[src/rtl/mc_controller.sv]
// mc_controller: multicycle MIPS control FSM with ready-handshaked memory states
// and parameter-selectable andi/ori/slti and bne support.
module mc_controller #(
  parameter bit SUPPORT_IMM_LOGIC = 1'b1,
  parameter bit SUPPORT_BNE       = 1'b1,
  parameter bit MEM_HANDSHAKE     = 1'b1
) (
  input  logic       i_clk_w,
  input  logic       i_rst_w,
  input  logic [5:0] i_op_w,
  input  logic [5:0] i_funct_w,
  input  logic       i_zero_w,
  input  logic       i_mem_ready_w,
  output logic       o_iord_w,
  output logic       o_mem_read_w,
  output logic       o_mem_write_w,
  output logic       o_ir_write_w,
  output logic       o_reg_dst_w,
  output logic       o_mem_to_reg_w,
  output logic       o_reg_write_w,
  output logic       o_alu_src_a_w,
  output logic [1:0] o_alu_src_b_w,
  output logic       o_imm_zext_w,
  output logic [2:0] o_alu_control_w,
  output logic [1:0] o_pc_src_w,
  output logic       o_pc_en_w,
  output logic       o_illegal_w,
  output logic [3:0] o_state_w
);
  typedef enum logic [3:0] {
    FETCH = 4'd0, DECODE = 4'd1, MEMADR = 4'd2, MEMRD = 4'd3, MEMWB = 4'd4, MEMWR = 4'd5,
    RTEX = 4'd6, ALUWB = 4'd7, BRANCH = 4'd8, IMMEX = 4'd9, IMMWB = 4'd10, JUMP = 4'd11
  } state_t;
  localparam logic [5:0] OP_R = 6'b000000, OP_LW = 6'b100011, OP_SW = 6'b101011,
    OP_BEQ = 6'b000100, OP_BNE = 6'b000101, OP_ADDI = 6'b001000, OP_ANDI = 6'b001100,
    OP_ORI = 6'b001101, OP_SLTI = 6'b001010, OP_J = 6'b000010;
  state_t     state_q, state_d;
  logic [5:0] op_q, op_d, funct_q, funct_d;
  logic       ready, funct_ok, op_ok;
  logic [2:0] r_alu, i_alu;
  logic       ir_write, pc_en, mem_write, reg_write, illegal;
  assign ready = MEM_HANDSHAKE ? i_mem_ready_w : 1'b1;
  assign funct_ok = i_funct_w inside {6'b100000, 6'b100010, 6'b100100, 6'b100101, 6'b101010};
  assign op_ok = (i_op_w == OP_R) ? funct_ok :
                 (i_op_w inside {OP_LW, OP_SW, OP_BEQ, OP_ADDI, OP_J}) ||
                 (SUPPORT_BNE && i_op_w == OP_BNE) ||
                 (SUPPORT_IMM_LOGIC && (i_op_w inside {OP_ANDI, OP_ORI, OP_SLTI}));
  assign r_alu = (funct_q == 6'b100010) ? 3'b110 :
                 (funct_q == 6'b100100) ? 3'b000 :
                 (funct_q == 6'b100101) ? 3'b001 :
                 (funct_q == 6'b101010) ? 3'b111 : 3'b010;
  assign i_alu = (op_q == OP_ANDI) ? 3'b000 :
                 (op_q == OP_ORI)  ? 3'b001 :
                 (op_q == OP_SLTI) ? 3'b111 : 3'b010;
  assign op_d    = (state_q == DECODE) ? i_op_w : op_q;
  assign funct_d = (state_q == DECODE) ? i_funct_w : funct_q;
  always_comb begin
    state_d         = FETCH;
    o_iord_w        = 1'b0;
    o_mem_read_w    = 1'b0;
    mem_write       = 1'b0;
    ir_write        = 1'b0;
    o_reg_dst_w     = 1'b0;
    o_mem_to_reg_w  = 1'b0;
    reg_write       = 1'b0;
    o_alu_src_a_w   = 1'b0;
    o_alu_src_b_w   = 2'b00;
    o_imm_zext_w    = 1'b0;
    o_alu_control_w = 3'b000;
    o_pc_src_w      = 2'b00;
    pc_en           = 1'b0;
    illegal         = 1'b0;
    case (state_q)
      FETCH: begin
        o_mem_read_w    = 1'b1;
        o_alu_src_b_w   = 2'b01;
        o_alu_control_w = 3'b010;
        ir_write        = ready;
        pc_en           = ready;
        state_d         = ready ? DECODE : FETCH;
      end
      DECODE: begin
        o_alu_src_b_w   = 2'b11;
        o_alu_control_w = 3'b010;
        illegal         = !op_ok;
        state_d = !op_ok                              ? FETCH  :
                  (i_op_w inside {OP_LW, OP_SW})      ? MEMADR :
                  (i_op_w == OP_R)                    ? RTEX   :
                  (i_op_w inside {OP_BEQ, OP_BNE})    ? BRANCH :
                  (i_op_w == OP_J)                    ? JUMP   : IMMEX;
      end
      MEMADR: begin
        o_alu_src_a_w   = 1'b1;
        o_alu_src_b_w   = 2'b10;
        o_alu_control_w = 3'b010;
        state_d         = (op_q == OP_SW) ? MEMWR : MEMRD;
      end
      MEMRD: begin
        o_iord_w     = 1'b1;
        o_mem_read_w = 1'b1;
        state_d      = ready ? MEMWB : MEMRD;
      end
      MEMWB: begin
        o_mem_to_reg_w = 1'b1;
        reg_write      = 1'b1;
      end
      MEMWR: begin
        o_iord_w  = 1'b1;
        mem_write = 1'b1;
        state_d   = ready ? FETCH : MEMWR;
      end
      RTEX: begin
        o_alu_src_a_w   = 1'b1;
        o_alu_control_w = r_alu;
        state_d         = ALUWB;
      end
      ALUWB: begin
        o_reg_dst_w = 1'b1;
        reg_write   = 1'b1;
      end
      BRANCH: begin
        o_alu_src_a_w   = 1'b1;
        o_alu_control_w = 3'b110;
        o_pc_src_w      = 2'b01;
        pc_en           = (op_q == OP_BNE) ? !i_zero_w : i_zero_w;
      end
      IMMEX: begin
        o_alu_src_a_w   = 1'b1;
        o_alu_src_b_w   = 2'b10;
        o_alu_control_w = i_alu;
        o_imm_zext_w    = op_q inside {OP_ANDI, OP_ORI};
        state_d         = IMMWB;
      end
      IMMWB: reg_write = 1'b1;
      JUMP: begin
        o_pc_src_w = 2'b10;
        pc_en      = 1'b1;
      end
      default: state_d = FETCH;
    endcase
  end
  // Reset gates the write-type enables combinationally so they drop in the very cycle it asserts.
  assign o_ir_write_w  = ir_write & i_rst_w;
  assign o_pc_en_w     = pc_en & i_rst_w;
  assign o_mem_write_w = mem_write & i_rst_w;
  assign o_reg_write_w = reg_write & i_rst_w;
  assign o_illegal_w   = illegal & i_rst_w;
  assign o_state_w     = state_q;
  always_ff @(posedge i_clk_w or negedge i_rst_w) begin
    if (!i_rst_w) begin
      state_q <= FETCH;
      op_q    <= 6'd0;
      funct_q <= 6'd0;
    end else begin
      state_q <= state_d;
      op_q    <= op_d;
      funct_q <= funct_d;
    end
  end
endmodule

[config.mk]
export PLATFORM = sky130hd
export DESIGN_NAME = mc_controller
export DESIGN_NICKNAME = d
export VERILOG_FILES = /design/src/rtl/mc_controller.sv
export SDC_FILE = /design/constraint.sdc
export NUM_CORES = 1
export LEC_CHECK = 0
export ABC_AREA = 1
export CORE_MARGIN = 1
export CORE_UTILIZATION = 41
export CTS_CLUSTER_DIAMETER = 150
export DETAILED_ROUTE_END_ITERATION = 10
export PLACE_DENSITY = 0.71
export SLEW_MARGIN = 5
export SYNTH_ARGS = -nofsm -noshare
export SYNTH_HDL_FRONTEND = slang
export SYNTH_SLANG_ARGS = --single-unit
[constraint.sdc]
create_clock -name i_clk_w -period 1.15 [get_ports i_clk_w]
set_input_delay 0.1725 -clock i_clk_w [delete_from_list [all_inputs] [get_ports i_clk_w]]
set_output_delay 0.1725 -clock i_clk_w [all_outputs]
set_load 0.005 [all_outputs]
Word-level counts from Yosys, hierarchy flattened
Cells that the tools add are included.
{"block": "totals", "latchBits": 0, "n_memories": 0, "ramBits": 0, "mem_bits_ro": 0, "out_inout_bits": 22, "reg_bits": 16, "in_bits": 16, "elab_cells": 93}
{"block": "op_classes", "eq_ne": 34, "shifts": 0, "reduce_logical": 18, "multipliers": 0, "n_lt_le_gt_ge": 0, "add_sub_neg": 0, "bitwise_logic": 5, "div": 0, "muxes": 33}
{"operator": "6-bit == test, second input constant", "count": 12}
{"operator": "6-bit by 4-bit == test with 1-bit output, second input constant", "count": 7}
{"operator": "3-bit two-way mux", "count": 10}
{"operator": "4-bit one-hot mux with 7 select lines", "count": 1}
{"operator": "6-bit by 3-bit == test with 1-bit output, second input constant", "count": 3}
{"operator": "4-bit by 3-bit == test with 1-bit output, second input constant", "count": 4}
{"operator": "4-bit == test, second input constant", "count": 4}
{"operator": "1-bit two-way mux", "count": 13}
{"operator": "4-bit two-way mux", "count": 3}
{"operator": "3-bit one-hot mux with 4 select lines", "count": 1}
{"operator": "5-bit nonzero test", "count": 2}
{"operator": "4-bit by 2-bit == test with 1-bit output, second input constant", "count": 2}
{"operator": "6-bit by 2-bit == test with 1-bit output, second input constant", "count": 1}
{"operator": "6-bit zero test", "count": 1}
{"operator": "2-bit one-hot mux with 3 select lines", "count": 1}
{"operator": "2-bit nonzero test", "count": 3}
{"operator": "2-bit OR reduction", "count": 3}
{"operator": "3-bit OR reduction", "count": 2}
{"operator": "1-bit bitwise AND", "count": 5}
{"operator": "4-bit by 1-bit == test with 1-bit output, second input constant", "count": 1}
{"operator": "4-bit zero test", "count": 1}
{"operator": "2-bit two-way mux", "count": 2}
{"operator": "2-bit one-hot mux with 2 select lines", "count": 1}
{"operator": "4-bit OR reduction", "count": 1}
{"operator": "4 further kinds", "count": 6}

Longest topological paths before layout
{"block": "depth", "ltp_word": 8, "depth_mapped": 7, "mapped_depth_nobuf": 7}

Least setup slack after synthesis
OpenSTA, ideal clock, no wires.
{"block": "synth_path", "path_kind": "flip-flop to output port", "startpoint": "reg state_q[1] (netlist: o_state_w[1])", "endpoint": "out o_pc_en_w", "required_ns": 0.978, "setup_slack_ns": -0.083, "stages_incl_launch_ff": 6, "arrival_time_ns": 1.061, "path_buffers": 0, "path_cell_list": "dfrtp_1 > nor2_1 > inv_1 > nor2_1 > nand3_1 > a21oi_1"}
{"block": "synth_via", "elab_chain_cells": 3, "word_cells_on_any_way": 5, "cone_classes": "2 x eq/ne; 1 x mux; 1 x bitwise; 1 x reduce/logical"}
{"item": "from (decl)", "line_no": "37", "text": "state_t state_q, state_d;"}
{"item": "from (signal assigned)", "line_no": "155", "text": "state_q <= state_d;"}
{"item": "4-bit == test / 4-bit zero test (equally long branches)", "line_no": "73", "text": "case (state_q)"}
{"item": "1-bit one-hot mux with 3 select lines *", "line_no": "73"}
{"item": "1-bit bitwise AND *", "line_no": "144", "text": "assign o_pc_en_w = pc_en & i_rst_w;"}
{"item": "to (decl)", "line_no": "26", "text": "output logic o_pc_en_w,"}
Mark *: on every way between the ends. The rest lies on a longest branch, timed or not.

Worst setup path after layout
{"block": "layout_path", "startpoint": "reg state_q[2] (netlist: o_state_w[2])", "endpoint": "out o_pc_en_w"}
The elaborated chain is that of the path after synthesis.

==> metrics.cfg <==
[pwr]
pwr-share-seq = 0.211
intPower_mw = 2.79
total_power_mw = 5.03
clockPowerShare = 0.079
p_leak_nw = 1.26
ir_drop_mv = 1.86
p_sw_mw = 2.24
switching_share = 0.446
powerDensity_nw_per_um2 = 2140
combPwrFrac = 0.710

[die]
die-width_um = 55.3
start_util = 0.453
core_um2 = 2570
dieHeight_um = 55.3
dieArea_um2 = 3060
rows = 18
num_io_pins = 38

[timing]
rsz0062_at_grt = yes
whs_ps = 389
final.setup.tns_ps = -18940
tightest_slew_ps = 317
period_minus_slack_ps = 1850
hold_viol = 0
final.setup_skew_ps = 8.47
setup_viol = 38
relSlewSlack = 0.787
setup_ws_ps = -704
max_freq_mhz = 539
final.period_utilization = 1.61
drv_slew = 0

[critical_path]
crit_path_end_kind = output pin
cp.arrival_ps = 1680
cp_max_fo = 4
worst_path_max_delay_cell = dfrtp_2
start_kind = register
required_ps = 980
cp_cell_sequence = buf_12, nor2_4, nand3_2, buf_6, nand2_2, inv_1, a21oi_1, buf_2
max_stage_delay_ps = 460
crit_type = register to output pin

[cells_and_area]
syn_to_final_growth_pct = 102
fillCellCount = 106
final_util = 0.914
n_antenna_cell = 0
fin_nets = 319
drive_gt1_frac = 0.460

[place]
dp_slack_ps = -810
io_buffers = 37
hpwl_mm = 2.99
place_congestion = 0.852

[detailed_routing]
antenna_left = 0
drc = 0
vias = 1939
drt_pass1_iterations = 6
drt_first_iter_violations = 217
wl_per_cell_um = 19.5
drt-total-wl_mm = 6.47
routed_via_density = 5.84

[logic_synthesis]
synth_nets = 205
synth_ff_type = dfrtp_1
yosysSeqAreaShare = 0.344
synth_top_area_share = 0.344
synth_cells = 189
ys_types = 17
ys_ff_latch = 16
synth_edf_count = 0
synth_top_cell_by_area = dfrtp_1
yosys_warnings = 0
synth_area_um2 = 1160
async_flop_share = 1.00
yosysMostFrequentCell = nand2_1
avgSynthCellArea_um2 = 6.16
synth_commonest_cells = 45 x nand2_1, 39 x inv_1, 34 x nor2_1
ys_top_cells_by_area = dfrtp_1 34%, nand2_1 15%, inv_1 13%, nor2_1 11%, o21ai_0 6.0%

[hold_path]
holdCritPathClass = input port to async pin

[global_route]
grt_usage = 0.321
grt_pass1_vias = 1781
grt_pass1_wl_mm = 7.78
antenna_found_initial = 0
grt_max_degree = 22
overflow = 0

[clock_tree]
cts_sinks = 16
cts_root_buf = clkbuf_4
cts_tree = built
clk_latency_ps = 310
path_clk_slew_ps = 100
h-tree-depth = 1
cts_buffer_depth = 2
numCtsBuffers = 3
cts_hold_buffers = 0

[outcome]
status = complete, but fails checks
violations = setup timing

[run]
cap_violations = 0

## metrics by stage
stage | area [um^2] | cells
2_1_floorplan | 1180 | 189
3_3_place_gp | 1960 | 306
3_5_place_dp | 1960 | 306
4_1_cts | 2190 | 320
5_1_grt | 2350 | 332
6_report | 2350 | 332
## routing by layer
metal | GRT usage | up-vias | share of wire
met2 | 0.590 | 186 | 0.46
met4 | 0.182 | 0 | 0.10
met5 | 0 | - | 0
met1 | 0.344 | 855 | 0.34
met3 | 0.0539 | 79 | 0.099
li1 | - | 819 | -
## final timing paths
check                      slack, ps  cells after the start                endpoint                   start
hold / removal                   390                      2  o_state_w[1]$_DFF_PN0_                 i_rst_w
setup reg to reg                -660                      8  funct_q[0]$_DFFE_PN0P_  o_state_w[2]$_DFF_PN0_
hold reg to reg                  530                      2  funct_q[4]$_DFFE_PN0P_  funct_q[4]$_DFFE_PN0P_
min in group i_clk_w             480                      3  funct_q[4]$_DFFE_PN0P_            i_funct_w[4]
setup / recovery                -700                      8               o_pc_en_w  o_state_w[2]$_DFF_PN0_
max in group asynchronous        560                      3  funct_q[0]$_DFFE_PN0P_                 i_rst_w
## cell usage in the layout (no fill, tap or decap), drive strengths merged
master         synthesis  final
buf                    2     90
nand2                 47     47
inv                   40     39
nor2                  36     36
dfrtp                 16     16
clkdlybuf4s50          0     15
o21ai                 14     14
nand3                 13     13
nand4                  8      8
a21oi                  7      7
clkbuf                 0      7
nand3b                 2      2
o211ai                 2      2
clkdlybuf4s15          0      2
a31oi                  1      1
o22ai                  1      1
clkinvlp               0      1
dlygate4sd2            0      1
## cell type report
cell class | instances | area, um^2 | area share
Timing Repair Buffer | 111 | 982 | 0.419
Inverter | 40 | 159 | 0.0677
Tap cell | 30 | 37.5 | 0.0160
Clock buffer | 4 | 36.3 | 0.0155
Multi-Input combinational cell | 131 | 726 | 0.309
Sequential cell | 16 | 405 | 0.173
## flip-flops by register name, indices dropped and copies added (netlist names)
register   count
o_state_w      4
op_q           6
funct_q        6
## worst max-delay path: cells and delay by family, from the launching register on
family                 cells  cell delay, ps
flip-flops                 1             460
AND/OR/NAND/NOR            3             330
AO/OA/AOI/OAI              1             130
buffers and inverters      4             450
## power groups by stage
stage	Combinational, mW	Clock, mW	Sequential [mW]
2_1_floorplan	0.999	0	0.979
3_3_place_gp	2.23	0	0.979
3_5_place_dp	2.30	0	0.994
4_1_cts	2.67	0.392	1.01
5_1_grt	3.75	0.406	1.07
6_report	3.57	0.398	1.06
## repair_timing
action / 4_1_cts / 5_1_grt
cloned: 0 / 1
endpoints found under the hold margin: 0 / 0
pin swaps: 14 / 7
endpoints found under the setup margin: 38 / 38
setup buffers: 10 / 12
resized for setup: 137 / 17
## cell families after synthesis
kind of cell    count (synthesis)  share of synthesized area
compound gates                 25                      0.114
buf+inv                        42                      0.145
flops                          16                      0.344
simple gates                  106                      0.397
No activity file was read; power rests on OpenSTA's default activity.
